<file path="src/rtl/serial_adder_pkg.sv">
// Shared definitions for the bit-serial adder: FSM encoding and counter sizing.
package serial_adder_pkg;

    typedef enum logic [1:0] {
        IDLE  = 2'd0,
        SHIFT = 2'd1,
        DONE  = 2'd2
    } state_e;

    function automatic int cnt_width(input int width);
        return (width < 2) ? 1 : $clog2(width);
    endfunction

endpackage

</file>
<file path="src/rtl/serial_adder_if.sv">
// Operand and result handshake bundle for the bit-serial adder.
interface serial_adder_if #(parameter int WIDTH = 8);

    logic             in_valid;
    logic             in_ready;
    logic [WIDTH-1:0] a;
    logic [WIDTH-1:0] b;
    logic             c_in;
    logic             out_valid;
    logic             out_ready;
    logic [WIDTH-1:0] sum;
    logic             c_out;

    modport master (
        output in_valid, a, b, c_in, out_ready,
        input  in_ready, out_valid, sum, c_out
    );

    modport slave (
        input  in_valid, a, b, c_in, out_ready,
        output in_ready, out_valid, sum, c_out
    );

endinterface

</file>
<file path="src/rtl/serial_adder_fa_cell.sv">
// One-bit full adder built from two half-adder stages and an OR.
module fa_cell (
    input  logic x,
    input  logic y,
    input  logic ci,
    output logic s,
    output logic co
);

    logic hs1;
    logic hc1;
    logic hc2;

    assign hs1 = x ^ y;
    assign hc1 = x & y;
    assign s   = hs1 ^ ci;
    assign hc2 = hs1 & ci;
    assign co  = hc1 | hc2;

endmodule

</file>
<file path="src/rtl/serial_adder.sv">
// Bit-serial WIDTH-bit adder: one full-adder cell swept LSB-first with a carry flop.
//
// state | meaning
// IDLE  | waiting for operands, in_ready=1
// SHIFT | one bit added per edge, bit_cnt counts processed bits
// DONE  | result presented with out_valid=1 until out_ready
module serial_adder
    import serial_adder_pkg::*;
#(
    parameter int WIDTH = 8
) (
    input  logic          clk,
    input  logic          rst_n,
    serial_adder_if.slave bus
);

    localparam int            CW   = cnt_width(WIDTH);
    localparam logic [CW-1:0] LAST = CW'(WIDTH - 1);

    state_e           state_q,   state_d;
    logic [WIDTH-1:0] a_sh_q,    a_sh_d;
    logic [WIDTH-1:0] b_sh_q,    b_sh_d;
    logic [WIDTH-1:0] sum_sh_q,  sum_sh_d;
    logic [WIDTH-1:0] sum_q,     sum_d;
    logic             carry_q,   carry_d;
    logic             c_out_q,   c_out_d;
    logic [CW-1:0]    bit_cnt_q, bit_cnt_d;
    logic             fa_s;
    logic             fa_co;

    fa_cell u_fa (
        .x  (a_sh_q[0]),
        .y  (b_sh_q[0]),
        .ci (carry_q),
        .s  (fa_s),
        .co (fa_co)
    );

    always_ff @(posedge clk or negedge rst_n) begin
        if (!rst_n) begin
            state_q   <= IDLE;
            a_sh_q    <= '0;
            b_sh_q    <= '0;
            sum_sh_q  <= '0;
            sum_q     <= '0;
            carry_q   <= 1'b0;
            c_out_q   <= 1'b0;
            bit_cnt_q <= '0;
        end else begin
            state_q   <= state_d;
            a_sh_q    <= a_sh_d;
            b_sh_q    <= b_sh_d;
            sum_sh_q  <= sum_sh_d;
            sum_q     <= sum_d;
            carry_q   <= carry_d;
            c_out_q   <= c_out_d;
            bit_cnt_q <= bit_cnt_d;
        end
    end

    always_comb begin
        state_d   = state_q;
        a_sh_d    = a_sh_q;
        b_sh_d    = b_sh_q;
        sum_sh_d  = sum_sh_q;
        sum_d     = sum_q;
        carry_d   = carry_q;
        c_out_d   = c_out_q;
        bit_cnt_d = bit_cnt_q;
        case (state_q)
            IDLE: begin
                if (bus.in_valid) begin
                    a_sh_d    = bus.a;
                    b_sh_d    = bus.b;
                    carry_d   = bus.c_in;
                    sum_sh_d  = '0;
                    bit_cnt_d = '0;
                    state_d   = SHIFT;
                end
            end
            SHIFT: begin
                a_sh_d    = a_sh_q >> 1;
                b_sh_d    = b_sh_q >> 1;
                sum_sh_d  = (sum_sh_q >> 1) | (WIDTH'(fa_s) << (WIDTH - 1));
                carry_d   = fa_co;
                bit_cnt_d = bit_cnt_q + CW'(1);
                // Result is latched separately so it survives the next operand load.
                if (bit_cnt_q == LAST) begin
                    sum_d   = sum_sh_d;
                    c_out_d = fa_co;
                    state_d = DONE;
                end
            end
            DONE: begin
                if (bus.out_ready) begin
                    state_d = IDLE;
                end
            end
            default: state_d = IDLE;
        endcase
    end

    assign bus.in_ready  = (state_q == IDLE);
    assign bus.out_valid = (state_q == DONE);
    assign bus.sum       = sum_q;
    assign bus.c_out     = c_out_q;

endmodule

</file>
<file path="src/flat_wrapper.sv">
// flat-port wrapper written by rule: the top's interface ports become plain ports
module serial_adder_flat import serial_adder_pkg::*;
#(
    parameter int WIDTH = 8
)
  (clk, rst_n, bus_in_valid, bus_a, bus_b, bus_c_in, bus_out_ready, bus_in_ready, bus_out_valid, bus_sum, bus_c_out);
  serial_adder_if #(.WIDTH(WIDTH)) bus_i ();
  input  logic clk;
  input  logic rst_n;
  input wire logic [$bits(bus_i.in_valid)-1:0] bus_in_valid;
  input wire logic [$bits(bus_i.a)-1:0] bus_a;
  input wire logic [$bits(bus_i.b)-1:0] bus_b;
  input wire logic [$bits(bus_i.c_in)-1:0] bus_c_in;
  input wire logic [$bits(bus_i.out_ready)-1:0] bus_out_ready;
  output wire logic [$bits(bus_i.in_ready)-1:0] bus_in_ready;
  output wire logic [$bits(bus_i.out_valid)-1:0] bus_out_valid;
  output wire logic [$bits(bus_i.sum)-1:0] bus_sum;
  output wire logic [$bits(bus_i.c_out)-1:0] bus_c_out;
  assign bus_i.in_valid = bus_in_valid;
  assign bus_i.a = bus_a;
  assign bus_i.b = bus_b;
  assign bus_i.c_in = bus_c_in;
  assign bus_i.out_ready = bus_out_ready;
  assign bus_in_ready = bus_i.in_ready;
  assign bus_out_valid = bus_i.out_valid;
  assign bus_sum = bus_i.sum;
  assign bus_c_out = bus_i.c_out;
  serial_adder #(.WIDTH(WIDTH)) u_core (.clk(clk), .rst_n(rst_n), .bus(bus_i));
endmodule
</file>
<file path="config.mk">
export PLATFORM = sky130hd
export DESIGN_NAME = serial_adder_flat
export DESIGN_NICKNAME = d
export VERILOG_FILES = /design/src/rtl/serial_adder_pkg.sv /design/src/rtl/serial_adder_if.sv /design/src/rtl/serial_adder_fa_cell.sv /design/src/rtl/serial_adder.sv /design/src/flat_wrapper.sv
export SDC_FILE = /design/constraint.sdc
export NUM_CORES = 1
export LEC_CHECK = 0
export CORE_ASPECT_RATIO = 0.8
export CORE_MARGIN = 2
export CORE_UTILIZATION = 40
export DETAILED_ROUTE_END_ITERATION = 16
export GPL_ROUTABILITY_DRIVEN = 0
export SYNTH_ARGS = -nofsm -noshare
export SYNTH_HDL_FRONTEND = slang
export SYNTH_SLANG_ARGS = --single-unit
</file>
<file path="constraint.sdc">
create_clock -name clk -period 1.8 [get_ports clk]
set_clock_uncertainty 0.15 [all_clocks]
set_input_delay 0.54 -clock clk [delete_from_list [all_inputs] [get_ports clk]]
set_output_delay 0.54 -clock clk [all_outputs]
set_load 0.01 [all_outputs]
</file>
==> run metrics <==
Ports=32; #FFs+latches synth=38; largest area contributor in the netlist=dfrtp_1; Most used DFF post-synth=dfrtp_1; CTS Buf Count=5; DIE HEIGHT=~63 um; dpl hpwl=between 2 and 2.5 mm; multiplexer share of the synthesized area=6.321%; crit-path max FO=3; Clock Power Share=17.2%; vias per cell=approximately 5.2; Sequential Power Share=42.4%; Worst-path clk slew=~0.08 ns; share of cells above drive strength 1=roughly a fifth; minimum clock period=approximately 1.7 ns; Sink Count=38; drt drc=0; Post-synth ARST share=100.0%; I/O Buffers=31; unrepaired setup endpoints after global routing=no; Routed WL=3.497 mm; CP Capture Type=primary output; switch share=between 30% and 40%; largest family of logic cells by synthesized area=compound AO/OA/AOI/OAI gates; Final Cycle Share=95.81%; status=finished, final reports clean; Max VDD drop=roughly 570 uV; Final Non-Filler Cells=about 230; syn nets=about 160; CTS tree=yes; Arr. time, crit path=about 1.0 ns; nets=slightly below 200; initial antenna violation count=0; Cells after Synth=between 100 and 150; Synth Area in Adders=around 2.6%; clk_lat worst skew=0.28 ns; Post-DRT Antenna Nets=0; main area contributors after synthesis=dfrtp_1 54%, mux2_1 5.8%, a22o_1 4.5%, o221a_2 3.8%, nor4b_1 3.5%; Synth warnings=0; CP startpoint kind=flop; Final Power=3.459 mW; clk buf depth=2; Max Cap Violations=0; Post-Syn Area per Cell=around 13 um2; clk root buf=clkbuf_8; Fin Setup TNS=0 ns; Pint=between 2 and 2.5 mW; hold crit path type=in -> async; Pre-antenna DRT Iters=4; routed len/inst=~15 um; Comb power frac=about two fifths; post-synthesis compound-gate area fraction=approximately 16%; placed cell count=approximately 220; # setup viols final=0; Sw Pwr=between 1 and 1.5 mW; share of the synthesized area in the top cell type=between 50% and 60%; PD cells=~1500 mW/mm2; die width=78.20 um; Max Clk Rate=roughly 580 MHz; largest net degree at the start of global routing=39; H-tree levels=2; Reg area=about 950 um2; Leak=between 1 and 1.5 nW; detailed-route via count=around 1200; Setup CP Type=reg -> out; die area=~0.0050 mm2; Layout area overhead=26.92%; Synth Area in Simple Gates=approximately 15%; Initial Util=around two fifths; Max-slew headroom=between 70 and 80%; Fin Hold WS=roughly 0.054 ns; Yosys cell types=28; first-pass GRT wire length=5.954 mm; CP Launch Point=u_core.state_q[1]; top cells by count, synth=38 x dfrtp_1, 10 x inv_1, 9 x a22o_1, 9 x mux2_1, 8 x nor3b_1; ANT cells=0; global-route congestion overflow total=0; most frequent cell after synthesis=dfrtp_1; Hold Buf Count CTS=0; multi-input logic area=between 700 and 800 um2; Post-synth EDFFs=0; Mapped Area=between 0.0015 and 0.002 mm2; Core Footprint=about 0.0042 mm2; Critical Path RT=roughly 1.1 ns; row cnt=21; number of global-route vias before repair=roughly 1200; Seq/Total Area, Yosys=between 50% and 60%; gr usage total=between 10% and 20%; final hold vios=0; r2r startpoint=u_core.state_q[0]; Core Util, Final=53.18%; # fillers=381; worst slew pin tran=0.3249 ns; xor/xnor share of the synthesized area=0%; Slew Limit Fails=0; initial drt markers=92
## cell usage in the layout, fill, tap and decap left out, types with 2 or more instances in the layout
cell	netlist	routed
clkbuf_8	0	6
buf_2	5	2
a222oi_1	2	2
mux2_1	9	9
o221a_2	6	6
dlygate4sd2_1	0	9
nand2b_1	4	3
a22o_1	9	9
ha_1	2	2
a211oi_1	7	7
or4b_1	6	6
clkdlybuf4s50_1	0	19
nor2b_1	3	2
inv_1	10	10
buf_4	1	9
nor3b_1	8	8
nor4b_1	7	7
dfrtp_1	38	37
## cell type report
cell class	instances	area share [%]
clock buffer	7	3.861
clock inverter	1	0.2238
inverter	10	1.679
multi-input combinational	74	31.84
sequential	38	42.59
tap	57	3.190
timing repair buffer	41	16.62
## worst max-delay path, cell delays in order, from the launching register on
cell and delay (ns):
dfrtp_2 0.46, nor2_4 0.15, clkbuf_2 0.15
## sequential cells by signal (all words and copies together), names as in the netlist
register          count
u_core.bus.sum        8
u_core.state_q        2
u_core.sum_sh_q       7
u_core.bit_cnt_q      3
u_core.a_sh_q         8
u_core.bus.c_out      1
u_core.b_sh_q         8
u_core.carry_q        1
## power by group through the flow
stage	clock (mW)	sequential [mW]	combinational (mW)
floorplan	0	1.46	0.942
global placement	0	1.46	1.39
detailed placement	0	1.48	1.44
CTS	0.604	1.46	1.40
global route	0.657	1.51	1.54
finish	0.595	1.47	1.40
## per-layer routing
| metal | vias to the layer above | wire (um) | track usage, % |
|---|---|---|---|
| met2 | 23 | 1514 | 23.06 |
| li1 | 574 | - | - |
| met1 | 597 | 1817 | 22.11 |
| met4 | 0 | 18 | 3.947 |
| met5 | - | 0 | 0 |
| met3 | 2 | 146 | 4.585 |
## stage by stage
step           area [um2]  worst slack (ns)
2_1_floorplan        1762            0.2342
3_3_place_gp         2137           -0.1892
3_5_place_dp         2137           -0.2258
4_1_cts              2233          -0.02772
5_1_grt              2236           0.01210
6_report             2236           0.07549
## kinds of logic after synthesis
family | count (synthesis)
compound gates | 30
fa+ha+maj | 3
buf+inv | 21
flops | 38
mux | 10
simple gates | 31
## path summary, 6_finish.rpt
path | to | slack [ns] | cells past startpoint
hold reg to reg | u_core.bus.sum[6] | 0.34 | 1
hold / removal | u_core.a_sh_q[6] | 0.05 | 2
max in group asynchronous | u_core.state_q[1] | 1.24 | 2
setup / recovery | bus_in_ready | 0.08 | 2
min in group clk | u_core.bus.sum[6] | 0.34 | 1
setup reg to reg | u_core.a_sh_q[2] | 0.08 | 4
## repair_timing
item | 4_1_cts | 5_1_grt
buffers inserted | 1 | 0
gates resized for setup | 16 | 5
endpoints found under the setup margin | 22 | 13
Power figures use the tool's default switching activity.
